===== src/rtl/ps2_kbd_pkg.sv =====
// ps2_kbd_pkg
// Shared definitions for the PS/2 scan-code sequencer:
//   - scan-code set 2 prefix bytes and the pause-sequence constants
//   - parser FSM state encoding
//   - bit positions inside a 10-bit key event {released, extended, code}
package ps2_kbd_pkg;

  localparam logic [7:0] SC_EXT     = 8'hE0;
  localparam logic [7:0] SC_BRK     = 8'hF0;
  localparam logic [7:0] SC_PAUSE   = 8'hE1;
  localparam logic [7:0] PAUSE_CODE = 8'h77;

  // Bytes that follow E1 in the pause sequence: 14 77 E1 F0 14 F0 77
  localparam int PAUSE_SKIP = 7;

  localparam int EVT_W   = 10;
  localparam int EVT_REL = 9;
  localparam int EVT_EXT = 8;

  typedef enum logic [2:0] {
    ST_IDLE    = 3'd0,
    ST_EXT     = 3'd1,
    ST_BRK     = 3'd2,
    ST_EXT_BRK = 3'd3,
    ST_PAUSE   = 3'd4
  } parse_state_t;

endpackage


===== src/rtl/ps2_event_fifo.sv =====
// ps2_event_fifo
// First-word-fall-through event FIFO. The head entry is presented on o_data
// whenever the FIFO is not empty (zero when empty).
// Ports:
//   i_clk, i_rst_n  clock, asynchronous active-low reset
//   i_push          write i_push_data (accepted when not full, or when a pop
//                   happens in the same cycle)
//   i_pop           remove head entry (ignored when empty)
//   o_data          head entry
//   o_empty/o_full  occupancy flags
//   o_count         occupancy, 0..DEPTH
module ps2_event_fifo #(
  parameter int DEPTH = 8,
  parameter int WIDTH = 10,
  parameter int CNT_W = $clog2(DEPTH) + 1
) (
  input  logic             i_clk,
  input  logic             i_rst_n,
  input  logic             i_push,
  input  logic [WIDTH-1:0] i_push_data,
  input  logic             i_pop,
  output logic [WIDTH-1:0] o_data,
  output logic             o_empty,
  output logic             o_full,
  output logic [CNT_W-1:0] o_count
);

  localparam int PTR_W = $clog2(DEPTH);
  localparam logic [CNT_W-1:0] FULL_CNT = CNT_W'(DEPTH);

  logic [WIDTH-1:0] r_mem [DEPTH];
  logic [PTR_W-1:0] r_wr_ptr;
  logic [PTR_W-1:0] r_rd_ptr;
  logic [CNT_W-1:0] r_count;

  logic w_do_pop;
  logic w_do_push;

  assign o_empty = (r_count == '0);
  assign o_full  = (r_count == FULL_CNT);
  assign o_count = r_count;
  assign o_data  = o_empty ? '0 : r_mem[r_rd_ptr];

  // A pop in the same cycle frees the slot, so a push into a full FIFO is
  // still accepted then.
  assign w_do_pop  = i_pop && !o_empty;
  assign w_do_push = i_push && (!o_full || w_do_pop);

  // Pointers wrap naturally since DEPTH is a power of two.
  always_ff @(posedge i_clk or negedge i_rst_n) begin
    if (!i_rst_n) begin
      r_wr_ptr <= '0;
      r_rd_ptr <= '0;
      r_count  <= '0;
    end else begin
      if (w_do_push) r_wr_ptr <= r_wr_ptr + 1'b1;
      if (w_do_pop)  r_rd_ptr <= r_rd_ptr + 1'b1;
      case ({w_do_push, w_do_pop})
        2'b10:   r_count <= r_count + 1'b1;
        2'b01:   r_count <= r_count - 1'b1;
        default: r_count <= r_count;
      endcase
    end
  end

  always_ff @(posedge i_clk) begin
    if (w_do_push) r_mem[r_wr_ptr] <= i_push_data;
  end

endmodule


===== src/rtl/ps2_scancode_sequencer.sv =====
// ps2_scancode_sequencer
// Pulls bytes from a PS/2 receiver, parses scan-code set 2 prefixes
// (E0 extended, F0 break, E1 pause) and queues key events for software.
// Ports:
//   i_clk, i_rst_n   clock, asynchronous active-low reset
//   i_en             allow new byte requests (parser state held when low)
//   o_kbd_req        registered byte request to the receiver
//   i_kbd_data/err   byte and its parity-error flag, valid with i_kbd_ack
//   i_kbd_ack        one-cycle pulse: byte delivered (always consumed)
//   i_evt_rd         pop head event
//   o_evt_data       head event {released, extended, code}
//   o_evt_empty      event FIFO empty
//   o_evt_count      event FIFO occupancy
//   o_overflow       sticky: an event was dropped on a full FIFO
//   i_ovf_clr        clear o_overflow (a new drop in the same cycle wins)
//   o_err_count      saturating count of parity-errored bytes
module ps2_scancode_sequencer
  import ps2_kbd_pkg::*;
#(
  parameter int DEPTH = 8,
  parameter int ERR_W = 8,
  parameter int CNT_W = $clog2(DEPTH) + 1
) (
  input  logic             i_clk,
  input  logic             i_rst_n,
  input  logic             i_en,
  output logic             o_kbd_req,
  input  logic [7:0]       i_kbd_data,
  input  logic             i_kbd_err,
  input  logic             i_kbd_ack,
  input  logic             i_evt_rd,
  output logic [EVT_W-1:0] o_evt_data,
  output logic             o_evt_empty,
  output logic [CNT_W-1:0] o_evt_count,
  output logic             o_overflow,
  input  logic             i_ovf_clr,
  output logic [ERR_W-1:0] o_err_count
);

  parse_state_t     r_state;
  parse_state_t     w_next_state;
  logic [2:0]       r_skip;
  logic [2:0]       w_next_skip;
  logic             w_push;
  logic [EVT_W-1:0] w_push_data;
  logic             w_byte_vld;
  logic             w_fifo_full;
  logic             w_drop;
  logic             r_req;
  logic             r_overflow;
  logic [ERR_W-1:0] r_err_count;

  assign w_byte_vld  = i_kbd_ack && !i_kbd_err;
  assign o_kbd_req   = r_req;
  assign o_overflow  = r_overflow;
  assign o_err_count = r_err_count;

  // State register
  always_ff @(posedge i_clk or negedge i_rst_n) begin
    if (!i_rst_n) begin
      r_state <= ST_IDLE;
      r_skip  <= '0;
    end else begin
      r_state <= w_next_state;
      r_skip  <= w_next_skip;
    end
  end

  // Next-state logic. A parity error abandons any partial sequence.
  always_comb begin
    w_next_state = r_state;
    w_next_skip  = r_skip;
    if (i_kbd_ack) begin
      if (i_kbd_err) begin
        w_next_state = ST_IDLE;
        w_next_skip  = '0;
      end else begin
        case (r_state)
          ST_IDLE: begin
            if (i_kbd_data == SC_EXT) begin
              w_next_state = ST_EXT;
            end else if (i_kbd_data == SC_BRK) begin
              w_next_state = ST_BRK;
            end else if (i_kbd_data == SC_PAUSE) begin
              w_next_state = ST_PAUSE;
              w_next_skip  = 3'(PAUSE_SKIP);
            end
          end
          ST_EXT: begin
            if (i_kbd_data == SC_BRK)      w_next_state = ST_EXT_BRK;
            else if (i_kbd_data != SC_EXT) w_next_state = ST_IDLE;
          end
          ST_PAUSE: begin
            w_next_skip = r_skip - 3'd1;
            if (r_skip == 3'd1) w_next_state = ST_IDLE;
          end
          default: w_next_state = ST_IDLE;
        endcase
      end
    end
  end

  // Event generation from the current state and the delivered byte.
  always_comb begin
    w_push      = 1'b0;
    w_push_data = '0;
    if (w_byte_vld) begin
      case (r_state)
        ST_IDLE: begin
          if (i_kbd_data != SC_EXT && i_kbd_data != SC_BRK &&
              i_kbd_data != SC_PAUSE) begin
            w_push      = 1'b1;
            w_push_data = {2'b00, i_kbd_data};
          end
        end
        ST_EXT: begin
          if (i_kbd_data != SC_EXT && i_kbd_data != SC_BRK) begin
            w_push               = 1'b1;
            w_push_data          = {2'b00, i_kbd_data};
            w_push_data[EVT_EXT] = 1'b1;
          end
        end
        ST_BRK: begin
          w_push               = 1'b1;
          w_push_data          = {2'b00, i_kbd_data};
          w_push_data[EVT_REL] = 1'b1;
        end
        ST_EXT_BRK: begin
          w_push               = 1'b1;
          w_push_data          = {2'b00, i_kbd_data};
          w_push_data[EVT_REL] = 1'b1;
          w_push_data[EVT_EXT] = 1'b1;
        end
        ST_PAUSE: begin
          if (r_skip == 3'd1) begin
            w_push               = 1'b1;
            w_push_data          = {2'b00, PAUSE_CODE};
            w_push_data[EVT_EXT] = 1'b1;
          end
        end
        default: ;
      endcase
    end
  end

  // A pop in the same cycle makes room, so only a push without pop is lost.
  assign w_drop = w_push && w_fifo_full && !i_evt_rd;

  always_ff @(posedge i_clk or negedge i_rst_n) begin
    if (!i_rst_n) begin
      r_req       <= 1'b0;
      r_overflow  <= 1'b0;
      r_err_count <= '0;
    end else begin
      r_req <= i_en && !w_fifo_full;
      if (w_drop)         r_overflow <= 1'b1;
      else if (i_ovf_clr) r_overflow <= 1'b0;
      if (i_kbd_ack && i_kbd_err && (r_err_count != '1))
        r_err_count <= r_err_count + 1'b1;
    end
  end

  ps2_event_fifo #(
    .DEPTH (DEPTH),
    .WIDTH (EVT_W),
    .CNT_W (CNT_W)
  ) u_fifo (
    .i_clk       (i_clk),
    .i_rst_n     (i_rst_n),
    .i_push      (w_push),
    .i_push_data (w_push_data),
    .i_pop       (i_evt_rd),
    .o_data      (o_evt_data),
    .o_empty     (o_evt_empty),
    .o_full      (w_fifo_full),
    .o_count     (o_evt_count)
  );

endmodule


===== config.mk =====
export PLATFORM = sky130hd
export DESIGN_NAME = ps2_scancode_sequencer
export DESIGN_NICKNAME = d
export VERILOG_FILES = /design/src/rtl/ps2_kbd_pkg.sv /design/src/rtl/ps2_event_fifo.sv /design/src/rtl/ps2_scancode_sequencer.sv
export SDC_FILE = /design/constraint.sdc
export NUM_CORES = 1
export LEC_CHECK = 0
export ABC_AREA = 1
export BUFFER_PORTS_ARGS = -buffer_cell sky130_fd_sc_hd__buf_4
export CAP_MARGIN = 20
export CORE_MARGIN = 1.5
export CORE_UTILIZATION = 32
export CTS_CLUSTER_SIZE = 25
export DETAILED_ROUTE_END_ITERATION = 6
export PLACE_DENSITY_LB_ADDON = 0.25
export RECOVER_POWER = 50
export SYNTH_ARGS = -nofsm -noshare
export SYNTH_HDL_FRONTEND = slang
export SYNTH_SLANG_ARGS = --single-unit

===== constraint.sdc =====
create_clock -name i_clk -period 2.3 [get_ports i_clk]
set_input_delay 0.115 -clock i_clk [delete_from_list [all_inputs] [get_ports i_clk]]
set_output_delay 0.115 -clock i_clk [all_outputs]
set_load 0.02 [all_outputs]

==> implementation parameters <==
Parameter                              Value

Run status
  Run status    finished, violations left
  Violated checks    design-rule violations

Die
  Starting Density    0.3313
  Core outline area    14,640 sq um
  Die Footprint    about 16,000 sq um
  Top-Level Pins    40
  Die span in x    roughly 130 um
  Height of the die    126.1 um
  Floorplan row count    44

Final layout
  Antenna diode count    0
  Net count, final    560
  Area Growth Syn to Fin    21.07%
  Final std cells w/o fill    just over 700
  Final Instance Area    5873 sq um
  # fillers    approximately 1.5k
  Fraction of layout cells with a size suffix above 1    0.1993

Worst setup path
  Cell at the slowest stage of the critical path    dfrtp_2
  Startpoint of the most critical register-to-register path    r_state[1]
  Cells along the critical path    nor2_4, nand2_2, a21oi_4, nand2_2, nand3_4, nand3_4, ha_4, nand2_1, inv_2, nor2_4, ha_2, a21oi_1, or2_4, a21oi_2
  Largest fanout of any net on the critical path    5
  Required time reported for the critical path endpoint    2.58 ns
  Cell count of the worst reg-to-reg path    14
  Max stage delay on crit path    approximately 0.45 ns
  Critical path launch point type    flop
  Bufs and invs on worst path    1
  Register-to-register setup slack    0.11 ns
  Classification of the worst setup path    flop to flop
  Arrival @ worst endpoint    2.47 ns
  Reg2Reg Capture Point    u_fifo.o_count[2]
  Critical Path End Type    flop
  Crit-path leading delay family    simple AND/OR/NAND/NOR gates

STA
  Min setup slack post-route    about 0.11 ns
  Maximum clock frequency    456.1 MHz
  Actual transition at the worst max-transition pin    1.446 ns
  Max-slew violations    0
  Tcrit/Tclk final    0.9533
  Final number of setup-violating endpoints    0
  Clock skew    between 0.009 and 0.01 ns
  Worst slew margin relative to its limit    0.03594
  Post-layout minimum cycle time    2.193 ns
  Setup TNS Final    0 ns
  Count of final hold-check violations    0

Detailed routing
  Via count    3,490
  Number of vias per cell    4.807
  Starting DRC count in detailed routing    249
  Post-route antenna net violation count    0
  Routed wire per std cell    between 15 and 20 um
  Drt drc    1
  Total wire length    roughly 11 mm
  Number of detailed-routing iterations run before antenna repair    7

GRT
  Initial antenna violation count    0
  Total track usage    0.1451
  Pin count of the biggest net entering global routing    43
  Global-route wire length before repair    between 15 and 20 mm
  Overflow left after global routing    0
  Via count of the first global-routing pass    3,420

CTS
  Number of levels in the clock H-tree    3
  Clock tree from TritonCTS    yes
  TritonCTS sink count    106
  Clock Pin Slew Worst Setup and Hold Paths    around 0.070 ns
  Latest clock arrival within the worst-skew pair    0.35 ns
  Cts bufs inserted    9
  Clock root cell    clkbuf_16
  Maximum clock path buffer count    2

Synthesis
  Cell taking the most area after synthesis    edfxtp_1
  Most frequent cell after synthesis    edfxtp_1
  Share of synthesized flip-flops with an asynchronous set or reset    0.2453
  Yosys cell types    30
  Most numerous cell types in the synthesized netlist    edfxtp_1, nor2_1, o21ai_0, nand2_1, inv_1
  Part of the Yosys area used for sequential elements    0.6294
  Fraction of post-synthesis cell area in the top cell type by area    0.4952
  Mean post-synth cell area    10.32 sq um
  Predominant post-synthesis flop cell    edfxtp_1
  Post-Synthesis Net Count    493
  Number of synthesized register bits    approximately 110
  Cell area after technology mapping    between 4000 and 5000 sq um
  Number of synthesis warnings    0
  Post-Synthesis Cells    470
  EDFF count, synth    80
  Dominant cells by area after synthesis    edfxtp_1, dfrtp_1, nor2_1, o21ai_0, nand2_1

Placed design
  Number of cells after detailed placement    704
  DP Area    approximately 5500 sq um
  Minimum setup slack after placement    about 0.014 ns
  Port Buffers    39
  Final weighted congestion in routability-driven placement    0.8273
  Hpwl dp    7.266 mm

Pwr
  Peak VDD IR    about 0.45 mV
  Leakage Power    2.294 nW
  Power density normalized to cell area    1206 nW/um^2

Min path
  Hold Crit Start    i_ovf_clr
  Endpoint of the worst hold path    o_overflow
  Class of the tightest hold or removal check    input pin to flop
  Min-Delay Path Depth    4

Run
  MaxCap Viol Count    0
how the worst max path moves through the flow:
stage                      start                end  slack [ns]  cells past startpoint
2_1_floorplan  u_fifo.o_count[1]  u_fifo.o_count[2]       0.005                     13
3_3_place_gp          r_state[1]  u_fifo.o_count[2]        0.12                     14
3_5_place_dp          r_state[1]  u_fifo.o_count[2]        0.01                     14
4_1_cts               r_state[0]  u_fifo.o_count[2]       0.003                     14
5_1_grt               r_state[1]  u_fifo.o_count[2]       -0.03                     14
6_report              r_state[1]  u_fifo.o_count[2]        0.11                     14
placed cells by master (no fill, tap or decap), types with 12 or more instances in the layout:
cell type,count
clkbuf_1,16
nand2_1,55
dfrtp_1,22
buf_4,55
o21ai_0,58
nor2_1,78
edfxtp_1,80
nand3_1,23
inv_1,38
nor2_2,12
a31oi_1,12
layer usage:
layer / GRT usage / wire [um] / vias up
li1: - / - / 1741
met1: 0.1854 / 5014 / 1680
met5: 0 / 0 / -
met3: 0.02209 / 296 / 13
met4: 0.05409 / 183 / 0
met2: 0.2498 / 5449 / 56
through the flow:
stage / hold WS, ns / util / total power, W
floorplan: -0.1806 / - / 0.004452
CTS: 0.004376 / 0.4002 / 0.007139
detailed placement: 0.04691 / 0.3777 / 0.005544
global placement: 0.04931 / 0.3777 / 0.005478
finish: 0.01449 / 0.4011 / 0.007081
global route: 0.03259 / 0.4011 / 0.007577
state kept, by name (all words and copies together) (netlist names):
name	flops
o_err_count	8
o_kbd_req	1
o_overflow	1
r_skip	3
r_state	3
u_fifo.o_count	4
u_fifo.r_mem	80
u_fifo.r_rd_ptr	3
u_fifo.r_wr_ptr	3
area by class of cell:
class,instances,area (sq um),area share
inverter,41,157.7,0.02684
clock inverter,6,78.83,0.01342
tap,184,230.2,0.03920
sequential,106,3058,0.5207
multi-input combinational,306,1619,0.2757
timing repair buffer,73,500.5,0.08522
clock buffer,10,229.0,0.03899
power by group:
part / internal [W] / switching, W / total, W
Combinational: 0.00109 / 0.00187 / 0.00295
Clock: 0.000870 / 0.000712 / 0.00158
Sequential: 0.00234 / 0.000201 / 0.00254
what timing repair did:
action | 4_1_cts | 5_1_grt
setup buffers | 0 | 4
hold buffers | 2 | 0
gates resized for setup | 1 | 12
pin swaps | 0 | 4
endpoints found under the hold margin | 27 | 0
setup endpoints to repair | 1 | 3
worst reg2reg max path: stages, from the launching register on:
cell,delay [ns]
dfrtp_2,0.45
nor2_4,0.15
nand2_2,0.09
a21oi_4,0.14
nand2_2,0.09
nand3_4,0.10
nand3_4,0.09
ha_4,0.18
nand2_1,0.07
inv_2,0.05
nor2_4,0.11
ha_2,0.17
a21oi_1,0.05
or2_4,0.26
a21oi_2,0.13
cell families (layout without fill, tap and decap cells):
group           Yosys count  in the layout  share of synthesized area
compound gates           94             94                     0.1042
xor+xnor                 13             13                    0.02347
buf+inv                  58            130                    0.04746
flops                   106            106                     0.6294
simple gates            191            191                     0.1749
fa+ha+maj                 8              8                    0.02064
(Power assumes the default switching activity.)
